<file path="config.mk">
export PLATFORM = sky130hd
export DESIGN_NAME = dispense_sequencer
export DESIGN_NICKNAME = d
export VERILOG_FILES = /design/src/rtl/cafe_pkg.sv /design/src/rtl/sec_timer.sv /design/src/rtl/dispense_sequencer.sv
export SDC_FILE = /design/constraint.sdc
export NUM_CORES = 1
export LEC_CHECK = 0
export BUFFER_PORTS_ARGS = -buffer_cell sky130_fd_sc_hd__buf_2
export CAP_MARGIN = 20
export CELL_PAD_IN_SITES_DETAIL_PLACEMENT = 0
export CELL_PAD_IN_SITES_GLOBAL_PLACEMENT = 1
export CORE_UTILIZATION = 46
export CTS_CLUSTER_SIZE = 20
export DETAILED_ROUTE_END_ITERATION = 12
export PLACE_DENSITY_LB_ADDON = 0.1
export REMOVE_ABC_BUFFERS = 1
export SLEW_MARGIN = 30
export SYNTH_ARGS = -nofsm -noshare
export SYNTH_HDL_FRONTEND = slang
export SYNTH_HIERARCHICAL = 1
export SYNTH_SLANG_ARGS = --single-unit
export TNS_END_PERCENT = 5
</file>
<file path="constraint.sdc">
create_clock -name Clock -period 3.4 [get_ports Clock]
set_input_delay 0.17 -clock Clock [delete_from_list [all_inputs] [get_ports Clock]]
set_output_delay 0.17 -clock Clock [all_outputs]
set_load 0.05 [all_outputs]
</file>
<file path="src/rtl/cafe_pkg.sv">
// Shared constants for the drink dispenser: ingredient slots, FSM states
// and the factory recipe table.
package cafe_pkg;

    localparam int ING_SUGAR     = 0;
    localparam int ING_CHOCOLATE = 1;
    localparam int ING_MILK      = 2;
    localparam int ING_COFFEE    = 3;
    localparam int ING_WATER     = 4;

    localparam int N_ING_DEF    = 5;
    localparam int N_RECIPE_DEF = 4;
    localparam int DUR_W_DEF    = 4;

    typedef enum logic [1:0] {
        IDLE,
        LOAD,
        POUR,
        DONE
    } state_t;

    typedef logic [N_ING_DEF-1:0][DUR_W_DEF-1:0] recipe_row_t;

    function automatic recipe_row_t mk_row(input int unsigned water, input int unsigned coffee,
                                           input int unsigned milk, input int unsigned chocolate,
                                           input int unsigned sugar);
        recipe_row_t row;
        row                = '0;
        row[ING_WATER]     = DUR_W_DEF'(water);
        row[ING_COFFEE]    = DUR_W_DEF'(coffee);
        row[ING_MILK]      = DUR_W_DEF'(milk);
        row[ING_CHOCOLATE] = DUR_W_DEF'(chocolate);
        row[ING_SUGAR]     = DUR_W_DEF'(sugar);
        return row;
    endfunction

    // Rows ordered MSB..LSB: mocca, cappuccino, latte, espresso.
    localparam logic [N_RECIPE_DEF-1:0][N_ING_DEF-1:0][DUR_W_DEF-1:0] DEFAULT_RECIPE = {
        mk_row(1, 1, 1, 2, 1),
        mk_row(2, 1, 2, 0, 1),
        mk_row(2, 2, 1, 0, 1),
        mk_row(2, 3, 0, 0, 1)
    };

endpackage

</file>
<file path="src/rtl/sec_timer.sv">
// Pour timer: a tick prescaler dividing the clock into seconds, feeding a
// second down-counter; expired flags the very last tick of the last second.
module sec_timer #(
    parameter int DUR_W         = 4,
    parameter int TICKS_PER_SEC = 50_000_000
) (
    input  logic             clk,
    input  logic             rst,
    input  logic             load,
    input  logic             enable,
    input  logic [DUR_W-1:0] dur,
    output logic             expired
);

    localparam int TW = (TICKS_PER_SEC > 1) ? $clog2(TICKS_PER_SEC) : 1;
    localparam logic [TW-1:0] TICK_MAX = TW'(TICKS_PER_SEC - 1);

    logic [TW-1:0]    tick;
    logic [DUR_W-1:0] secs;
    logic             tick_wrap;

    assign tick_wrap = (tick == '0);
    assign expired   = enable && tick_wrap && (secs == DUR_W'(1));

    always_ff @(posedge clk) begin
        if (rst) begin
            tick <= '0;
            secs <= '0;
        end else if (load) begin
            tick <= TICK_MAX;
            secs <= dur;
        end else if (enable) begin
            if (tick_wrap) begin
                tick <= TICK_MAX;
                if (secs != '0)
                    secs <= secs - DUR_W'(1);
            end else begin
                tick <= tick - TW'(1);
            end
        end
    end

endmodule

</file>
<file path="src/rtl/dispense_sequencer.sv">
// Drink dispenser sequencer: latches a recipe row on start and opens each
// nonzero-duration valve in turn, from water down to sugar.
module dispense_sequencer
    import cafe_pkg::*;
#(
    parameter int N_ING         = 5,
    parameter int N_RECIPE      = 4,
    parameter int DUR_W         = 4,
    parameter int TICKS_PER_SEC = 50_000_000,
    parameter logic [N_RECIPE-1:0][N_ING-1:0][DUR_W-1:0] RECIPE = cafe_pkg::DEFAULT_RECIPE
) (
    input  logic                Clock,
    input  logic                Reset,
    input  logic                start,
    input  logic [N_RECIPE-1:0] selection,
    input  logic                abort,
    output logic [N_ING-1:0]    status,
    output logic                busy,
    output logic                done,
    output logic                aborted,
    output logic                error
);

    localparam int IW = (N_ING > 1) ? $clog2(N_ING) : 1;
    localparam int RW = $clog2(N_ING + 1);

    state_t                      state, state_n;
    logic [N_ING-1:0][DUR_W-1:0] row_q, sel_row;
    logic [RW-1:0]               remaining;
    logic [IW-1:0]               cur_idx, hit_idx;
    logic                        hit_found;
    logic                        start_ok, start_bad, abort_take;
    logic                        tmr_load, tmr_en, tmr_expired;
    logic                        aborted_q, error_q;

    always_comb begin
        sel_row = '0;
        for (int unsigned r = 0; r < N_RECIPE; r++)
            if (selection[r])
                sel_row = sel_row | RECIPE[r];
    end

    // remaining holds index+1 so that stepping past ingredient 0 lands on 0
    // instead of wrapping; the search only looks at slots below it.
    always_comb begin
        hit_found = 1'b0;
        hit_idx   = '0;
        for (int unsigned i = 0; i < N_ING; i++) begin
            if ((RW'(i) < remaining) && (row_q[i] != '0)) begin
                hit_found = 1'b1;
                hit_idx   = IW'(i);
            end
        end
    end

    assign start_ok   = (state == IDLE) && start && $onehot(selection);
    assign start_bad  = (state == IDLE) && start && !$onehot(selection);
    assign abort_take = abort && ((state == LOAD) || (state == POUR));

    always_comb begin
        state_n  = state;
        tmr_load = 1'b0;
        tmr_en   = 1'b0;
        case (state)
            IDLE: if (start_ok) state_n = LOAD;
            LOAD: begin
                if (abort) begin
                    state_n = IDLE;
                end else if (hit_found) begin
                    tmr_load = 1'b1;
                    state_n  = POUR;
                end else begin
                    state_n = DONE;
                end
            end
            POUR: begin
                tmr_en = 1'b1;
                if (abort)
                    state_n = IDLE;
                else if (tmr_expired)
                    state_n = LOAD;
            end
            DONE:    state_n = IDLE;
            default: state_n = IDLE;
        endcase
    end

    always_ff @(posedge Clock) begin
        if (Reset) begin
            state     <= IDLE;
            row_q     <= '0;
            remaining <= '0;
            cur_idx   <= '0;
            aborted_q <= 1'b0;
            error_q   <= 1'b0;
        end else begin
            state     <= state_n;
            aborted_q <= abort_take;
            error_q   <= start_bad;
            if (start_ok) begin
                row_q     <= sel_row;
                remaining <= RW'(N_ING);
            end
            if (tmr_load)
                cur_idx <= hit_idx;
            if ((state == POUR) && tmr_expired && !abort)
                remaining <= RW'(cur_idx);
        end
    end

    sec_timer #(
        .DUR_W         (DUR_W),
        .TICKS_PER_SEC (TICKS_PER_SEC)
    ) u_timer (
        .clk     (Clock),
        .rst     (Reset),
        .load    (tmr_load),
        .enable  (tmr_en),
        .dur     (row_q[hit_idx]),
        .expired (tmr_expired)
    );

    always_comb begin
        status = '0;
        if (state == POUR)
            status = N_ING'(1) << cur_idx;
    end

    assign busy    = (state == LOAD) || (state == POUR);
    assign done    = (state == DONE);
    assign aborted = aborted_q;
    assign error   = error_q;

endmodule

</file>
# Word level (Yosys, flattened, before mapping)
# Index checks and enable logic that the tools add are counted.
[totals]
reg_bits = 58
latch_bits = 0
ram_bits = 0
romBits = 0
inputBits = 8
out_inout_bits = 9
memories = 0
[classes]
n_addsub = 5
multipliers = 0
div_mod_pow = 0
order_cmp = 6
n_eq_ne = 7
shifts = 1
n_mux = 35
n_bitwise = 0
n_reduce_logical = 31
[ops]
columns = ["operator", "count"]
rows = [
  ["two-way mux 26 bit", 3],
  ["two-way mux 18 bit", 3],
  ["logical NOT 26 bit", 1],
  ["subtractor 26 x 1 -> 26 bit, second input constant", 1],
  ["nonzero test 4 bit", 6],
  ["two-way mux 4 bit", 5],
  ["two-way mux 17 bit", 1],
  ["two-way mux 3 bit", 5],
  ["logical AND 1 bit", 13],
  ["binary-select mux 4 bit (select 3 bit)", 1],
  ["two-way mux 1 bit", 11],
  ["two-way mux 2 bit", 4],
  ["one-hot mux 2 bit (4 select lines)", 1],
  ["nonzero test 2 bit", 4],
  ["< comparator 1 x 3 -> 1 bit, first input constant", 2],
  ["< comparator 2 x 3 -> 1 bit, first input constant", 2],
  ["two-way mux 5 bit", 1],
  ["left shift 1 x 3 -> 5 bit, first input constant", 1],
  ["adder 1 x 1 -> 2 bit", 2],
  ["equality test 2 bit, second input constant", 2],
  ["equality test 4 x 1 -> 1 bit, second input constant", 1],
  ["< comparator 3 x 4 -> 1 bit, second input constant", 1],
  ["subtractor 4 x 1 -> 4 bit, second input constant", 1],
  ["adder 2 x 2 -> 3 bit", 1],
  ["11 further kinds", 12],
]

# Logic depth before layout (Yosys ltp)
[depth]
depth_word = 12
mapped_depth = 10

# By module
# Netlist, hierarchy kept.
[by_module_without_submodules]
columns = ["mod", "n_inst", "cells_each", "area_each_um2", "seq_area_each_um2"]
rows = [
  ["sec_timer", 1, 179, 1561.5, 600.6],
  ["dispense_sequencer", 1, 132, 1097.3, 340.3],
]

# Worst setup path after synthesis
# Ideal clock, no wire load.
[synth_timing]
path_type = "register to register"
start = "register u_timer.tick[12]"
end = "register state[0]"
setup_time_ns = 0.086
arrival_ns = 2.278
required_ns = 3.314
setup_slack_ns = 1.036
stages_incl_launch_ff = 9
path_buffers = 1
period_less_slack_ns = 2.364
path_cell_list = "dfxtp_1 > or2_4 > or4_4 > buf_6 > nor4_1 > and3_1 > and2b_2 > or2_2 > a221oi_2"
[synth_between]
elab_chain_len = 5
[synth_lines]
columns = ["element", "line", "rtl"]
rows = [
  ["from (decl)", "sec_timer.sv:18", "logic [TW-1:0] tick;"],
  ["from (signal assigned)", "sec_timer.sv:38", "tick <= tick - TW'(1);"],
  ["logical NOT 26 bit", "sec_timer.sv:22", "assign tick_wrap = (tick == '0);"],
  ["logical AND 1 bit (2 in series)", "sec_timer.sv:23", "assign expired = enable && tick_wrap && (secs == DUR_W'(1));"],
  ["via tmr_expired", "dispense_sequencer.sv:33", "logic tmr_load, tmr_en, tmr_expired;"],
  ["inequality test 3 bit (no line)", "-", ""],
  ["AND reduction 2 bit (no line)", "-", ""],
  ["to (signal assigned)", "dispense_sequencer.sv:97", "state <= state_n;"],
  ["to (decl)", "dispense_sequencer.sv:27", "state_t state, state_n;"],
]
# The timed path passes the listed nets, and every way through them passes these cells.
# A chain may end at the register's enable or synchronous reset.

# Worst setup path in the final report
[layout_timing]
start = "register u_timer.tick[10]"
end = "register state[0]"
# The elaborated chain is that of the path after synthesis.

==> results.toml <==
[yosys]
synthArstFlopShare_pct = 0
yosys_warnings = 6
synthDistinctLibCells = 64
postSynthCellCount = 311
synth_edf_count = 0
synth_seq_cells = 47
syn_area_per_cell_um2 = 8.55
netlist_area_um2 = 2660
synth_seq_area_share_pct = 35.4
synthFlopType = "dfxtp_1"

[drt]
vias_per_cell = 5.46
ant_nets = 0
routed-via-count = 2188
wirelength_um = 5440
dr.pass1.iters = 4
wl_per_cell_um = 13.6
drtIter0Drc = 118
drcViolationCount = 0

[global_routing]
grt_pass1_wl_um = 9630
antenna_found_initial = 0
grt_max_degree = 33
grt_use_total_pct = 20.0
grt_pass1_vias = 2053
grt_overflow_total = 0

[final_layout]
areaGrowthSynthToFinish_pct = 8.14
final_cell_mix = "dfxtp_1 (47), nor2_1 (33), a21oi_1 (25), nand2_1 (23)"
layout-drive-gt1-share_pct = 15.8
final_core_util_pct = 51.9
final_common_cell = "dfxtp_1"
layout.nets = 349
num-fill-cells = 574
diodes = 0
instances_no_fill = 401

[clock_network]
clockBufferDepth = 2
clock_latency_ps = 300
ctsResizeCount = 0
cts-hold-fix-buffers = 0
cts_setup_buffers = 0
root_buffer = "clkbuf_8"
clkTransAtPathRegs_ps = 90
cts_buffers = 5
htreeDepth = 2
cts_tree = "built"
clkSinkCount = 47

[place]
port_buffers = 16
dp_slack_ps = 835
gp_congestion = 0.792
dp.cells = 393
post-dp-hpwl_um = 3970

[floorplan]
die_height_um = 78.0
initial_core_util_pct = 48.0
core_area_um2 = 5540
io_pins = 17
rows = 27
die_area_um2 = 6090
die_x_um = 78.0

[timing]
tightest_slew_ps = 775
maxSlewViolCount = 0
setup_ws_ps = 803
maxSlewHeadroom_pct = 48.3
hold-worst-slack_ps = 112
fin_worst_skew_ps = 10.6
rsz0062_at_grt = "no"
hold_viol_final = 0
period_minus_slack_ps = 2600
max_clock_freq_mhz = 385
layout_worst_path_cycle_share_pct = 76.4
setup_viol = 0
setup-tns-final_ps = 0

[worst_setup_path]
worstPathRequired_ps = 3620
crit_fanout = 10
critPathKind = "flip-flop to flip-flop"
cp-end-kind = "flip-flop"
start_kind = "flip-flop"
crit_arrival_ps = 2820

[power]
pwr-share-clk_pct = 20.6
peakVddDrop_uv = 270
power_frac_seq_pct = 42.4
cellInternalPower_mw = 0.989
power_frac_comb_pct = 36.9
switching_share_pct = 39.7
power.density_nw_per_um2 = 570
cellLeakagePower_nw = 1.09
p_sw_mw = 0.651

[run_status]
status = "complete, no violations"

[flow_run]
maxCapViolations = 0

[min_path]
hp-class = "input pin to flip-flop"
sequential cells by signal, summed over array words and instances, names as in the netlist:
register / count
remaining: 3
u_timer/secs: 4
state: 2
aborted: 1
u_timer/tick: 26
row_q: 7
cur_idx: 3
error: 1
path summary, 6_finish.rpt:
kind	endpoint	from	cells after the start	slack, ps
worst max-delay path	state[0]	u_timer/tick[10]	7	800
worst max register to register	state[0]	u_timer/tick[10]	7	800
worst min register to register	row_q[9]	row_q[9]	2	510
worst min-delay path	aborted	abort	3	110
critical path, stage by stage, from the launching register on:
cell and delay (ps):
dfxtp_1 340, nor4_1 500, nand3_2 340, nor4_1 370
and3_1 240, and2b_2 230, or2_2 280, a221oi_2 200
cells in the mapped netlist, types with 2 or more instances:
master / n / area (µm²)
or2_2: 4 / 25.0
nand3_1: 2 / 10.0
dfxtp_1: 47 / 941
nand2_1: 23 / 86.3
a21oi_2: 3 / 26.3
or4_1: 4 / 30.0
xnor2_1: 21 / 184
inv_1: 13 / 48.8
a311oi_1: 3 / 26.3
a31o_1: 2 / 17.5
o21ai_0: 3 / 15.0
nand3b_1: 2 / 15.0
ha_1: 12 / 150
o21ai_1: 4 / 20.0
buf_6: 2 / 22.5
nor2_1: 33 / 124
buf_2: 4 / 20.0
nor3b_1: 3 / 22.5
nand2b_1: 4 / 25.0
a21oi_1: 25 / 125
o21ai_2: 2 / 17.5
nor2b_1: 2 / 12.5
a21o_1: 2 / 15.0
clkbuf_1: 5 / 18.8
nor4_1: 16 / 100
nor3_1: 21 / 105
xor2_1: 3 / 26.3
nand4_1: 3 / 18.8
or3_1: 5 / 31.3
a211oi_1: 4 / 30.0
power groups by stage:
stage	clock network [mW]	logic (mW)	registers, mW
after global routing	0.371	0.676	0.707
after floorplan	0	0.479	0.702
after CTS	0.355	0.607	0.695
after global placement	0	0.604	0.707
after detailed placement	0	0.604	0.707
final	0.339	0.606	0.696
layout make-up:
class / count / area (µm²) / area share, %
flip-flops and latches: 47 / 941 / 32.7
inverters: 13 / 48.8 / 1.70
multi-input cells: 242 / 1610 / 55.8
repair buffers: 19 / 103 / 3.57
well taps: 72 / 90.1 / 3.13
clock inverters: 3 / 18.8 / 0.653
clock buffers: 5 / 68.8 / 2.39
metrics by stage:
| step | power [mW] | cell area, µm² |
|---|---|---|
| floorplan | 1.18 | 2590 |
| global placement | 1.31 | 2790 |
| detailed placement | 1.31 | 2790 |
| CTS | 1.66 | 2880 |
| global route | 1.75 | 2880 |
| finish | 1.64 | 2880 |
cell families (layout without fill, tap and decap cells):
kind of cell / count (synthesis) / after routing / share of synthesized area (%)
and+or+nand+nor: 140 / 140 / 30.0
AOI/OAI and AO/OA: 61 / 61 / 15.5
DFF: 47 / 47 / 35.4
buffers and inverters: 25 / 40 / 4.66
xor gates and xnor gates: 24 / 24 / 7.91
adders and majority gates: 13 / 13 / 6.40
other: 1 / 4 / 0.141
layer usage:
layer | up-vias | wire length, µm | track usage (%)
li1 | 1151 | - | -
met1 | 997 | 2990 | 29.6
met2 | 35 | 2180 | 28.9
met3 | 5 | 196 | 3.60
met4 | 0 | 72 | 6.85
met5 | - | 0 | 0
Power figures use the tool's default switching activity.
